$ cat src/rtl/aritmetica_secuenciador.sv
// aritmetica_secuenciador
//   Operand sequencer and result collector around the combinational
//   Aritmetica datapath. One operand triple is accepted at a time, held
//   stable on the operand outputs for LAT cycles, and then Valores is
//   sampled into a small result FIFO that drains over a valid/ready stream.
//
// Parameters
//   N     operand/result width
//   LAT   settling cycles before Valores is sampled (1..15)
//   DEPTH result FIFO entries (power of two, >= 2)
//
// Ports
//   CLK, RESET                     clock (rising), async active-low reset
//   in_valid/in_ready              operand triple handshake
//   in_const/in_mult/in_entr       operand triple
//   Constantes_G/Multip_G/Entrada_G registered operands to Aritmetica
//   Valores                        result from Aritmetica
//   out_valid/out_ready/out_data   result stream (FIFO head)
//   busy                           triple in flight
//
// Optional build macro ARIT_SEQ_CONTADOR_EN adds:
//   res_count [15:0]  wrapping count of FIFO pushes
//   drop_flag         sticky: in_valid seen in IDLE while FIFO full
module aritmetica_secuenciador #(
  parameter int N     = 24,
  parameter int LAT   = 2,
  parameter int DEPTH = 4
) (
  input  logic         CLK,
  input  logic         RESET,
  input  logic         in_valid,
  output logic         in_ready,
  input  logic [N-1:0] in_const,
  input  logic [N-1:0] in_mult,
  input  logic [N-1:0] in_entr,
  output logic [N-1:0] Constantes_G,
  output logic [N-1:0] Multip_G,
  output logic [N-1:0] Entrada_G,
  input  logic [N-1:0] Valores,
  output logic         out_valid,
  input  logic         out_ready,
  output logic [N-1:0] out_data,
  output logic         busy
`ifdef ARIT_SEQ_CONTADOR_EN
  ,
  output logic [15:0]  res_count,
  output logic         drop_flag
`endif
);

  localparam int AW = $clog2(DEPTH);
  localparam int CW = AW + 1;

  typedef enum logic {S_IDLE, S_WAIT} state_t;

  state_t         r_state, w_state_nxt;
  logic [3:0]     r_wcnt;
  logic [N-1:0]   r_const, r_mult, r_entr;
  logic [N-1:0]   r_mem [DEPTH];
  logic [AW-1:0]  r_wr_ptr, r_rd_ptr;
  logic [CW-1:0]  r_count;
  logic [N-1:0]   r_last;

  logic           w_room, w_accept, w_push, w_pop;

  // Accept gating looks only at the registered count; a pop in the same
  // cycle does not open a slot early.
  assign w_room    = (r_count < CW'(DEPTH));
  assign out_valid = (r_count != '0);
  assign w_pop     = out_valid && out_ready;

  assign Constantes_G = r_const;
  assign Multip_G     = r_mult;
  assign Entrada_G    = r_entr;

  // When empty the head slot may hold stale data, so show the last value
  // that actually left the FIFO instead.
  assign out_data = out_valid ? r_mem[r_rd_ptr] : r_last;

  always_comb begin
    w_state_nxt = r_state;
    w_accept    = 1'b0;
    w_push      = 1'b0;
    in_ready    = 1'b0;
    busy        = 1'b0;
    case (r_state)
      S_IDLE: begin
        in_ready = RESET && w_room;
        if (in_valid && RESET && w_room) begin
          w_accept    = 1'b1;
          w_state_nxt = S_WAIT;
        end
      end
      S_WAIT: begin
        busy = 1'b1;
        if (r_wcnt == 4'd0) begin
          w_push      = 1'b1;
          w_state_nxt = S_IDLE;
        end
      end
      default: w_state_nxt = S_IDLE;
    endcase
  end

  always_ff @(posedge CLK or negedge RESET) begin
    if (!RESET) begin
      r_state <= S_IDLE;
      r_wcnt  <= '0;
      r_const <= '0;
      r_mult  <= '0;
      r_entr  <= '0;
    end else begin
      r_state <= w_state_nxt;
      if (w_accept) begin
        r_const <= in_const;
        r_mult  <= in_mult;
        r_entr  <= in_entr;
        r_wcnt  <= 4'(LAT - 1);
      end else if (r_state == S_WAIT && r_wcnt != 4'd0) begin
        r_wcnt <= r_wcnt - 4'd1;
      end
    end
  end

  // Result FIFO. Accept gating guarantees room for every push.
  always_ff @(posedge CLK or negedge RESET) begin
    if (!RESET) begin
      for (int i = 0; i < DEPTH; i++) r_mem[i] <= '0;
      r_wr_ptr <= '0;
      r_rd_ptr <= '0;
      r_count  <= '0;
      r_last   <= '0;
    end else begin
      if (w_push) begin
        r_mem[r_wr_ptr] <= Valores;
        r_wr_ptr        <= r_wr_ptr + AW'(1);
      end
      if (w_pop) begin
        r_last   <= r_mem[r_rd_ptr];
        r_rd_ptr <= r_rd_ptr + AW'(1);
      end
      case ({w_push, w_pop})
        2'b10:   r_count <= r_count + CW'(1);
        2'b01:   r_count <= r_count - CW'(1);
        default: r_count <= r_count;
      endcase
    end
  end

`ifdef ARIT_SEQ_CONTADOR_EN
  always_ff @(posedge CLK or negedge RESET) begin
    if (!RESET) begin
      res_count <= '0;
      drop_flag <= 1'b0;
    end else begin
      if (w_push) res_count <= res_count + 16'd1;
      if (r_state == S_IDLE && in_valid && !w_room) drop_flag <= 1'b1;
    end
  end
`endif

endmodule

$ cat config.mk
export PLATFORM = sky130hd
export DESIGN_NAME = aritmetica_secuenciador
export DESIGN_NICKNAME = d
export VERILOG_FILES = /design/src/rtl/aritmetica_secuenciador.sv
export SDC_FILE = /design/constraint.sdc
export NUM_CORES = 1
export LEC_CHECK = 0
export CAP_MARGIN = 40
export CORE_MARGIN = 10
export CORE_UTILIZATION = 51
export DETAILED_ROUTE_END_ITERATION = 16
export HOLD_SLACK_MARGIN = 0.08
export PLACE_DENSITY = 0.8
export SLEW_MARGIN = 20
export SYNTH_ARGS = -nofsm -noshare
export SYNTH_HDL_FRONTEND = slang
export SYNTH_SLANG_ARGS = --single-unit
$ cat constraint.sdc
create_clock -name CLK -period 2.9 [get_ports CLK]
set_input_delay 0.725 -clock CLK [delete_from_list [all_inputs] [get_ports CLK]]
set_output_delay 0.725 -clock CLK [all_outputs]
set_load 0.1 [all_outputs]
# Word level (Yosys, flattened, before mapping)

Index checks and enable logic that the tools add are counted.

Add/sub/neg operators: 5
Magnitude comparators: 4
Equal/unequal tests: 2
Mux-type cells: 18
Bitwise operators: 3
Reductions and logical operators: 11

Operators by type and width:

| kind                  | number |
|---|---|
| $bwmux W96            | 1 |
| $mux W24              | 4 |
| $bmux W24 S2          | 1 |
| $demux W24 S2         | 1 |
| $mux W4               | 2 |
| $mux W1               | 7 |
| $ge A3 B3 Y1 const B  | 2 |
| $logic_and A1 B1 Y1   | 6 |
| $not A2 Y3            | 2 |
| $pmux W3 S2           | 1 |
| $add A2 B1 Y2 const B | 2 |
| $logic_not A4 Y1      | 1 |
| $reduce_bool A2 Y1    | 2 |
| $reduce_bool A4 Y1    | 1 |
| $sub A4 B1 Y4 const B | 1 |
| $add A3 B1 Y3 const B | 1 |
| $lt A3 B1 Y1 const B  | 1 |
| $lt A3 B3 Y1 const B  | 1 |
| $reduce_bool A3 Y1    | 1 |
| $sub A3 B1 Y3 const B | 1 |
| $eq A2 B1 Y1 const B  | 1 |
| $eq A2 B2 Y1 const B  | 1 |
| $pmux W1 S2           | 1 |
| $not A1 Y1            | 1 |

Register bits: 204
Word-level logic and storage cells: 56

# Depth between registers and ports, before layout

Gate-level depths: netlist of run 1.

Depth in word-level cells: 6
Mapped depth: 11

# Least setup slack after synthesis of run 1

No wires, ideal clock.

Path type: register to output
Start point: register r_state
End point: output port in_ready
Arrival: 3162 ps
Path slack: -987 ps
Cell stages (with the launch flop): 2
Cell sequence: dfrtp_1 > nor3b_1

Word-level cells in the longest chain between the ends: 1

RTL lines:

| item                   | line | RTL |
|---|---|---|
| from (decl)            | 56   | `state_t r_state, w_state_nxt;` |
| from (signal assigned) | 113  | `r_state <= w_state_nxt;` |
| $mux W1                | 86   | `case (r_state)` |
| to (decl)              | 32   | `output logic in_ready,` |

No other way between the ends.

# Worst setup path after layout of run 1

Start point: register r_rd_ptr[0]
End point: output port out_data[13]

Word-level cells in the longest chain between the ends: 5

RTL lines:

| item                                         | line | RTL |
|---|---|---|
| from (decl)                                  | 60   | `logic [AW-1:0] r_wr_ptr, r_rd_ptr;` |
| from (signal assigned)                       | 140  | `r_rd_ptr <= r_rd_ptr + AW'(1);` |
| $not A2 Y3 (implied by the code)             | 78   | `assign out_data = out_valid ? r_mem[r_rd_ptr] : r_last;` |
| $bmux W24 S2                                 | 78   |  |
| $mux W24 (implied by the code) (2 in series) | 78   |  |
| $mux W24                                     | 78   |  |
| to (decl)                                    | 42   | `output logic [N-1:0] out_data,` |

No other way between the ends. The select of a mux whose other input is x is not followed.

==> results.yml, run 1 <==
outcome:
  status: "complete, but fails checks"
  violations: "setup timing"
critical_path:
  cp_data_required_time_ns: 2.17
  endpoint_kind: "output pin"
  critPathSlowestCell: "mux4_2"
  r2r_start: "r_wcnt[0]"
  cp-startpoint: "r_rd_ptr[0]"
  cp-start-kind: "register"
  crit_family: "multiplexers"
  r2r_slack_ns: 0.88
  ff2ff_path_depth: 10
  cpPeakStageDelay_ns: 0.52
  crit_path_end: "out_data[13]"
  cp.depth: 5
  critPathMaxFanout: 8
  worstPathCellList: "buf_12, buf_12, mux4_2, mux2_4, buf_12"
  r2r-end: "r_count[2]"
  crit_arrival_ns: 2.18
  path_class: "register to output pin"
  critPathBufInv: 3
  cpMostUsedCell: "buf_12"
floorplan:
  start_util_pct: 52.5
  die_x_um: 154
  chipHeight_um: 154
  rows: 48
  core_area_um2: 17400
  dieArea_um2: 23700
  pin_count: 199
placed_design:
  place_congestion: 0.753
  place_area_um2: 11300
  hpwl_um: 14100
  io_buffers: 198
clock_network:
  htreeDepth: 1
  root_buffer: "clkbuf_16"
  cts_hold_buf: 0
  cts_tree: "yes"
  clock_sinks: 204
  clkLatencyLatePin_ns: 0.51
  cts_buffers: 22
  path_clk_slew_ns: 0.06
  clock_path_buffers: 3
cells_and_area:
  most-common-layout-cells: "dfrtp_1 (202), mux2_2 (115), mux2_4 (101)"
  layout_commonest_cell: "dfrtp_1"
  utilization_pct: 69.7
  fin_nets: 838
  n_antenna_cell: 0
  area_delta_synth_final_pct: 32.7
  register_area_um2: 5110
  drive_above_1_share_pct: 53.4
  fin_area_um2: 12100
  fillerInstances: 1146
  multi_input_area_um2: 3750
logic_synthesis:
  syn-cell-area_um2: 9150
  syn_inst: 523
  yosys_warnings: 0
  syn_avg_cell_area_um2: 17.5
  synth-seq-cells: 204
  ys_types: 33
  ys_seq_area_share_pct: 55.8
  syn-num-nets: 630
grt:
  grt_use_total_pct: 17.4
  overflow: 0
  grt_pass1_wl_um: 33900
  grt_antenna_before_repair: 0
  grt_max_degree: 168
  grt_pass1_vias: 6181
timing:
  setup_tns_ns: -0.000471
  rsz0062_at_grt: "yes"
  fmax_mhz: 345
  timing.final.ws_setup_ns: -0.000471
  slew_headroom_pct: 36.6
  worstMarginPinSlew_ns: 0.951
  min_period_over_period_pct: 100
  hold_viol_final: 0
  final_max_slew_viol_count: 0
  finalSetupViolations: 1
  skew_ns: 0.0170
  whs_ns: 0.336
  fin_crit_ns: 2.90
drt:
  wl_per_cell_um: 21.4
  vias_per_cell: 5.41
  drt_iter0_drc: 228
  firstDrtPassIters: 4
  vias: 5250
  wl_um: 20800
  drc: 0
  antenna_left: 0
hold_path:
  hold_path.class: "input port to asynchronous set/reset pin"
job:
  maxCapViolCount: 0
## cell usage after synthesis
library cell | number | share of area [%]
o2bb2ai_1 | 1 | 0.096
mux2_4 | 80 | 13
mux4_2 | 11 | 2.7
o21ai_0 | 2 | 0.11
nand2_8 | 4 | 0.88
xor2_1 | 4 | 0.38
mux2_2 | 136 | 17
clkbuf_1 | 1 | 0.041
nor3_1 | 1 | 0.055
nand2b_1 | 1 | 0.068
nand3_1 | 1 | 0.055
ha_1 | 6 | 0.82
and4bb_2 | 1 | 0.14
mux2i_1 | 1 | 0.11
nor3b_1 | 1 | 0.082
fa_1 | 1 | 0.22
or3b_2 | 1 | 0.096
a21oi_1 | 2 | 0.11
inv_1 | 9 | 0.37
o31a_1 | 1 | 0.096
buf_4 | 5 | 0.41
and4bb_1 | 1 | 0.14
dfrtp_1 | 204 | 56
and3_2 | 1 | 0.082
buf_12 | 8 | 1.8
buf_6 | 4 | 0.49
nor2_1 | 2 | 0.082
nand2_1 | 4 | 0.16
mux4_1 | 13 | 3.7
o211ai_1 | 1 | 0.082
buf_2 | 11 | 0.60
or3_1 | 1 | 0.068
xnor2_1 | 3 | 0.29
## cell families (layout without fill, tap and decap cells)
logic type / count (synthesis) / after routing / synth area share [%]
buffers and inverters: 38 / 260 / 3.67
AND/OR/NAND/NOR: 19 / 19 / 1.90
multiplexers: 241 / 241 / 36.4
flip-flops: 204 / 204 / 55.8
AO/OA/AOI/OAI: 7 / 7 / 0.492
adder cells (fa/ha/maj): 7 / 7 / 1.04
XOR/XNOR: 7 / 7 / 0.670
## through the flow
step / cells / setup slack (ns)
3_5_place_dp: 928 / 0.394
4_1_cts: 971 / -0.0103
5_1_grt: 970 / -0.0609
2_1_floorplan: 523 / 0.0202
3_3_place_gp: 928 / 0.412
6_report: 970 / -0.000471
## timing repair
action                                  in CTS  in global routing
endpoints found under the setup margin      20                 23
pin swaps                                    0                  0
hold endpoints to repair                     0                  0
gates cloned                                 1                  0
buffers inserted                             4                  0
resized for setup                           31                  6
## worst register-to-register path, stage by stage (launching register included)
cell,delay (ns)
dfrtp_1,0.37
inv_1,0.07
ha_1,0.23
and4bb_1,0.22
inv_1,0.06
ha_1,0.17
inv_1,0.06
fa_1,0.37
xor2_1,0.15
nor2_1,0.11
xor2_1,0.15
## layout make-up
class	count	share of cell area, %
flip-flops and latches	204	42.1
multi-input cells	281	30.9
repair buffers	213	18.7
clock buffers	30	4.95
well taps	225	2.32
clock inverters	8	0.835
inverters	9	0.278
## sequential cells by signal, summed over array words and instances (netlist names), 2 cells and up
register and count:
r_last 24, r_wcnt 4, Multip_G 24, r_mem 96, r_wr_ptr 2, Constantes_G 24, r_rd_ptr 2, Entrada_G 24
r_count 3
## per-layer routing
metal | GRT usage [%] | vias up | routed length (um)
li1 | - | 2303 | -
met1 | 20.5 | 2736 | 8230
met2 | 28.9 | 185 | 10300
met3 | 7.03 | 26 | 1970
met4 | 4.36 | 0 | 326
met5 | 0 | - | 0
## worst min path at each step
stage          startpoint               to  depth (start not counted)
2_1_floorplan       RESET  Constantes_G[0]                          0
3_3_place_gp     r_mem[1]         r_mem[1]                          1
3_5_place_dp    r_mem[50]        r_mem[50]                          1
4_1_cts             RESET        r_wcnt[1]                          2
5_1_grt             RESET        r_wcnt[3]                          2
6_report            RESET        r_wcnt[1]                          2
Power of run 1 is not shown: default switching activity piles up to over one toggle a cycle in this logic, so the estimate is an artifact.
==> inputs of run 2 (changes only) <==
Settings changed: ABC_CLOCK_PERIOD_IN_PS set to 2900, PLACE_DENSITY 0.8 to 0.85.
==> run 2 against run 1 <==
Net effect:
- the run now ends clean
- worst hold slack improved by 0.036 ns
- design area rose by 0.66%
- first-iteration DRC count fell by 18%
- worst setup slack improved by 0.0064 ns
- non-clock buffer count rose by 2
- critical endpoint is now out_data[12]
- sequential cell count did not move
- count of clock-buffer cells in the layout rose by 5
- wire length rose by 5.3%
- die area did not move
- sequential share of layout area fell by 0.29 points
- core utilization rose by 0.46 points
==> results.yml, run 2 (synthesized netlist as in run 1, its figures left out) <==
timing:
  skew_ns: 0.0103
  fmax_mhz: 346
  timing.final.ws_setup_ns: 0.00596
  min_period_over_period_pct: 99.8
  slew_headroom_pct: 44.7
  fin_crit_ns: 2.89
  final_max_slew_viol_count: 0
  worstMarginPinSlew_ns: 0.829
  hold_viol_final: 0
  rsz0062_at_grt: "yes"
  finalSetupViolations: 0
drt:
  vias_per_cell: 5.35
  antenna_left: 0
  wl_um: 21900
  drc: 0
  drt_iter0_drc: 187
  firstDrtPassIters: 4
  vias: 5207
  wl_per_cell_um: 22.5
outcome:
  status: "complete, no violations"
critical_path:
  critPathMaxFanout: 5
  r2r_start: "r_wcnt[0]"
  cp-startpoint: "r_rd_ptr[0]"
  crit_arrival_ns: 2.17
  critPathBufInv: 2
  cp-start-kind: "register"
  worstPathCellList: "bufbuf_16, mux4_2, mux2_4, buf_12"
  path_class: "register to output pin"
  critPathSlowestCell: "mux4_2"
  endpoint_kind: "output pin"
  crit_family: "multiplexers"
  cpPeakStageDelay_ns: 0.52
  cp_data_required_time_ns: 2.17
clock_network:
  cts_tree: "yes"
  cts_buffers: 22
  clkLatencyLatePin_ns: 0.49
  htreeDepth: 1
  cts_hold_buf: 0
  root_buffer: "clkbuf_16"
  path_clk_slew_ns: 0.06
  clock_sinks: 204
  clock_path_buffers: 3
placed_design:
  hpwl_um: 14500
  place_congestion: 0.737
  io_buffers: 198
  dp_slack_ns: 0.461
cells_and_area:
  drive_above_1_share_pct: 53.9
  layout_commonest_cell: "dfrtp_1"
  area_delta_synth_final_pct: 33.6
  most-common-layout-cells: "dfrtp_1 (203), mux2_2 (116), mux2_4 (100)"
  fillerInstances: 1154
  n_antenna_cell: 0
  fin_nets: 840
  regMostFlops: "r_mem"
  largest_reg_flops: 96
floorplan:
  chipHeight_um: 154
  pin_count: 199
  start_util_pct: 52.5
  core_area_um2: 17400
  dieArea_um2: 23700
  die_x_um: 154
  rows: 48
grt:
  grt_use_total_pct: 18.3
  grt_max_degree: 152
  overflow: 0
  grt_pass1_vias: 6175
  grt_pass1_wl_um: 35100
  grt_antenna_before_repair: 0
hold_path:
  hold_path.class: "input port to asynchronous set/reset pin"
job:
  maxCapViolCount: 0
[run 2: changes by cell type in the layout (fill, tap and decap cells not counted), moves of 2 or more]
cell,change
clkbuf_8,+7
buf_4,+3
clkbuf_1,-3
buf_12,-2
clkinv_2,-2
[run 2: metal layers]
layer	global-route usage [%]	up-vias	share of wire, %
met5	0	-	0
met4	3.78	0	1.4
met3	7.11	22	8.2
met2	32.0	146	51
met1	20.7	2733	39
li1	-	2306	-
[run 2: final cells by class]
class	count	area, um^2	share of cell area [%]
sequential	204	5110	41.8
clock inverter	4	45.0	0.369
clock buffer	35	711	5.82
multi-input combinational	281	3740	30.6
timing repair buffer	215	2300	18.8
inverter	9	33.8	0.276
tap	225	282	2.30
[run 2: metrics by stage]
stage | hold slack [ns] | setup TNS [ns] | instance area, um^2 | instances | util, %
floorplan | 0.429 | 0 | 9150 | 523 | -
global placement | 0.479 | 0 | 11300 | 927 | 65.0
detailed placement | 0.488 | 0 | 11300 | 927 | 65.0
CTS | 0.413 | -0.275 | 12200 | 970 | 70.0
global route | 0.423 | -0.946 | 12200 | 973 | 70.2
finish | 0.372 | 0 | 12200 | 973 | 70.2
[run 2: worst paths after layout]
| kind | to | cells after the start | slack [ns] |
|---|---|---|---|
| max | out_data[12] | 4 | 0.006 |
| min | Entrada_G[17] | 2 | 0.37 |
| max reg2reg | r_count[2] | 10 | 0.83 |
| min reg2reg | r_last[16] | 1 | 0.50 |
| max in group asynchronous | r_mem[89] | 2 | 1.88 |
| min in group CLK | r_last[16] | 1 | 0.50 |
[run 2: repair_timing]
item                                    CTS  global route
cloned                                    2             0
buffers inserted                          2             3
gates resized for setup                  36             1
endpoints found under the setup margin    8            24
pin swaps                                 0             0
[run 2: worst register-to-register path, cell delays in order, from the launching register on]
cell      delay (ns)
dfrtp_1         0.37
inv_1           0.08
ha_1            0.22
and4bb_1        0.22
inv_1           0.07
ha_1            0.19
inv_1           0.07
fa_1            0.38
xor2_1          0.15
nor2_1          0.11
xor2_1          0.14
Power of run 2 is left out for the same reason.
==> inputs of run 3 (changes only) <==
Settings changed: CORE_MARGIN 10 to unset, CTS_CLUSTER_DIAMETER set to 30.
==> run 3 against run 2 <==
Net effect:
- sequential cell count unchanged
- critical path depth unchanged
- first-iteration DRC count decreased by 11%
- maximum frequency about the same
- design area increased by 4.8%
- worst hold slack got worse by 0.030 ns
- final cell count increased by 2.9%
- worst setup slack about the same
- global-route usage increased by 5.0 points
==> results.yml, run 3 (synthesized netlist as in run 1, its figures left out) <==
outcome:
  status: "complete, no violations"
cells_and_area:
  area_delta_synth_final_pct: 40.0
  n_antenna_cell: 0
  fin_nets: 852
  drive_above_1_share_pct: 54.9
  fillerInstances: 1066
  most-common-layout-cells: "dfrtp_1 (202), mux2_2 (136), clkdlybuf4s50_1 (98)"
  multi_input_area_um2: 3690
  final_cells: 1001
  regMostFlops: "r_mem"
  layout_commonest_cell: "dfrtp_1"
  register_area_um2: 5110
  largest_reg_flops: 96
grt:
  grt_pass1_vias: 6297
  grt_pass1_wl_um: 33000
  grt_antenna_before_repair: 0
  grt_use_total_pct: 23.3
  overflow: 0
  grt_max_degree: 168
timing:
  finalSetupViolations: 0
  fin_crit_ns: 2.89
  worstMarginPinSlew_ns: 0.882
  final_max_slew_viol_count: 0
  slew_headroom_pct: 41.2
  hold_viol_final: 0
  timing.final.ws_setup_ns: 0.00639
  skew_ns: 0.0249
  fmax_mhz: 346
  rsz0062_at_grt: "yes"
  min_period_over_period_pct: 99.8
drt:
  vias_per_cell: 5.39
  drc: 0
  wl_per_cell_um: 20.3
  vias: 5395
  drt_iter0_drc: 167
  wl_um: 20300
  firstDrtPassIters: 4
  antenna_left: 0
hold_path:
  hold_path.class: "input port to asynchronous set/reset pin"
critical_path:
  cp-start-kind: "register"
  worstPathCellList: "buf_12, mux4_1, mux2_2, buf_12"
  cp_data_required_time_ns: 2.17
  cpMostUsedCell: "buf_12"
  crit_family: "multiplexers"
  critPathMaxFanout: 15
  endpoint_kind: "output pin"
  crit_arrival_ns: 2.17
  critPathSlowestCell: "mux4_1"
  critPathBufInv: 2
  path_class: "register to output pin"
  cpPeakStageDelay_ns: 0.58
floorplan:
  core_area_um2: 17400
  start_util_pct: 52.5
  dieArea_um2: 18500
  pin_count: 199
  rows: 48
  die_x_um: 136
  chipHeight_um: 136
placed_design:
  place_congestion: 0.745
  dp_slack_ns: 0.433
  io_buffers: 198
  hpwl_um: 12600
  dp_cells: 927
clock_network:
  htreeDepth: 2
  cts_tree: "yes"
  clock_path_buffers: 3
  clock_sinks: 204
  path_clk_slew_ns: 0.04
  cts_buffers: 41
  root_buffer: "clkbuf_16"
  clkLatencyLatePin_ns: 0.52
  cts_hold_buf: 0
job:
  maxCapViolCount: 0
-- run 3: changes by cell type in the layout (fill, tap and decap cells not counted), moves of 2 or more --
cell        delta
mux2_2        +20
mux2_4        -20
clkbuf_16     +19
bufinv_16      +6
mux4_1         +6
mux4_2         -6
buf_4          -5
clkinvlp_4     +4
clkinv_4       +3
clkinv_2       +2
-- run 3: worst paths after layout --
check | from | end | slack [ns] | cells after the start
max | r_rd_ptr[0] | out_data[1] | 0.006 | 4
min | RESET | r_count[2] | 0.34 | 2
max reg2reg | r_wcnt[0] | r_count[2] | 0.82 | 10
min reg2reg | r_last[11] | r_last[11] | 0.50 | 1
max in group asynchronous | RESET | r_rd_ptr[0] | 1.77 | 2
min in group CLK | r_last[11] | r_last[11] | 0.50 | 1
-- run 3: per-layer routing --
metal,routed length [um],vias up,global-route usage [%]
met3,1520,38,7.42
met4,406,0,7.22
met2,10300,208,39.7
met5,0,-,0
li1,-,2349,-
met1,8090,2800,28.0
-- run 3: timing repair --
| action | 4_1_cts | 5_1_grt |
|---|---|---|
| setup endpoints to repair | 12 | 12 |
| hold endpoints to repair | 0 | 0 |
| buffers inserted | 0 | 0 |
| resized for setup | 5 | 6 |
-- run 3: area by class of cell --
| type | instances | area share [%] |
|---|---|---|
| Sequential cell | 204 | 39.9 |
| Clock buffer | 53 | 9.16 |
| Multi-Input combinational cell | 281 | 28.8 |
| Tap cell | 225 | 2.20 |
| Clock inverter | 21 | 2.47 |
| Inverter | 9 | 0.264 |
| Timing Repair Buffer | 208 | 17.2 |
-- run 3: through the flow --
stage	hold slack (ns)	setup TNS (ns)	utilization (%)	area, um^2
after global routing	0.369	-0.272	73.5	12800
after floorplan	0.429	0	-	9150
after CTS	0.336	-0.0303	73.6	12800
after detailed placement	0.488	0	65.0	11300
after global placement	0.483	0	65.0	11300
final	0.342	0	73.5	12800
-- run 3: worst register-to-register path: cells and delay by family (launching register included) --
kind          cells  cell delay, ns
flops             1            0.36
fa+ha+maj         3            0.78
buf+inv           3            0.21
simple gates      2            0.33
xor+xnor          2            0.31
Power of run 3 is left out for the same reason.
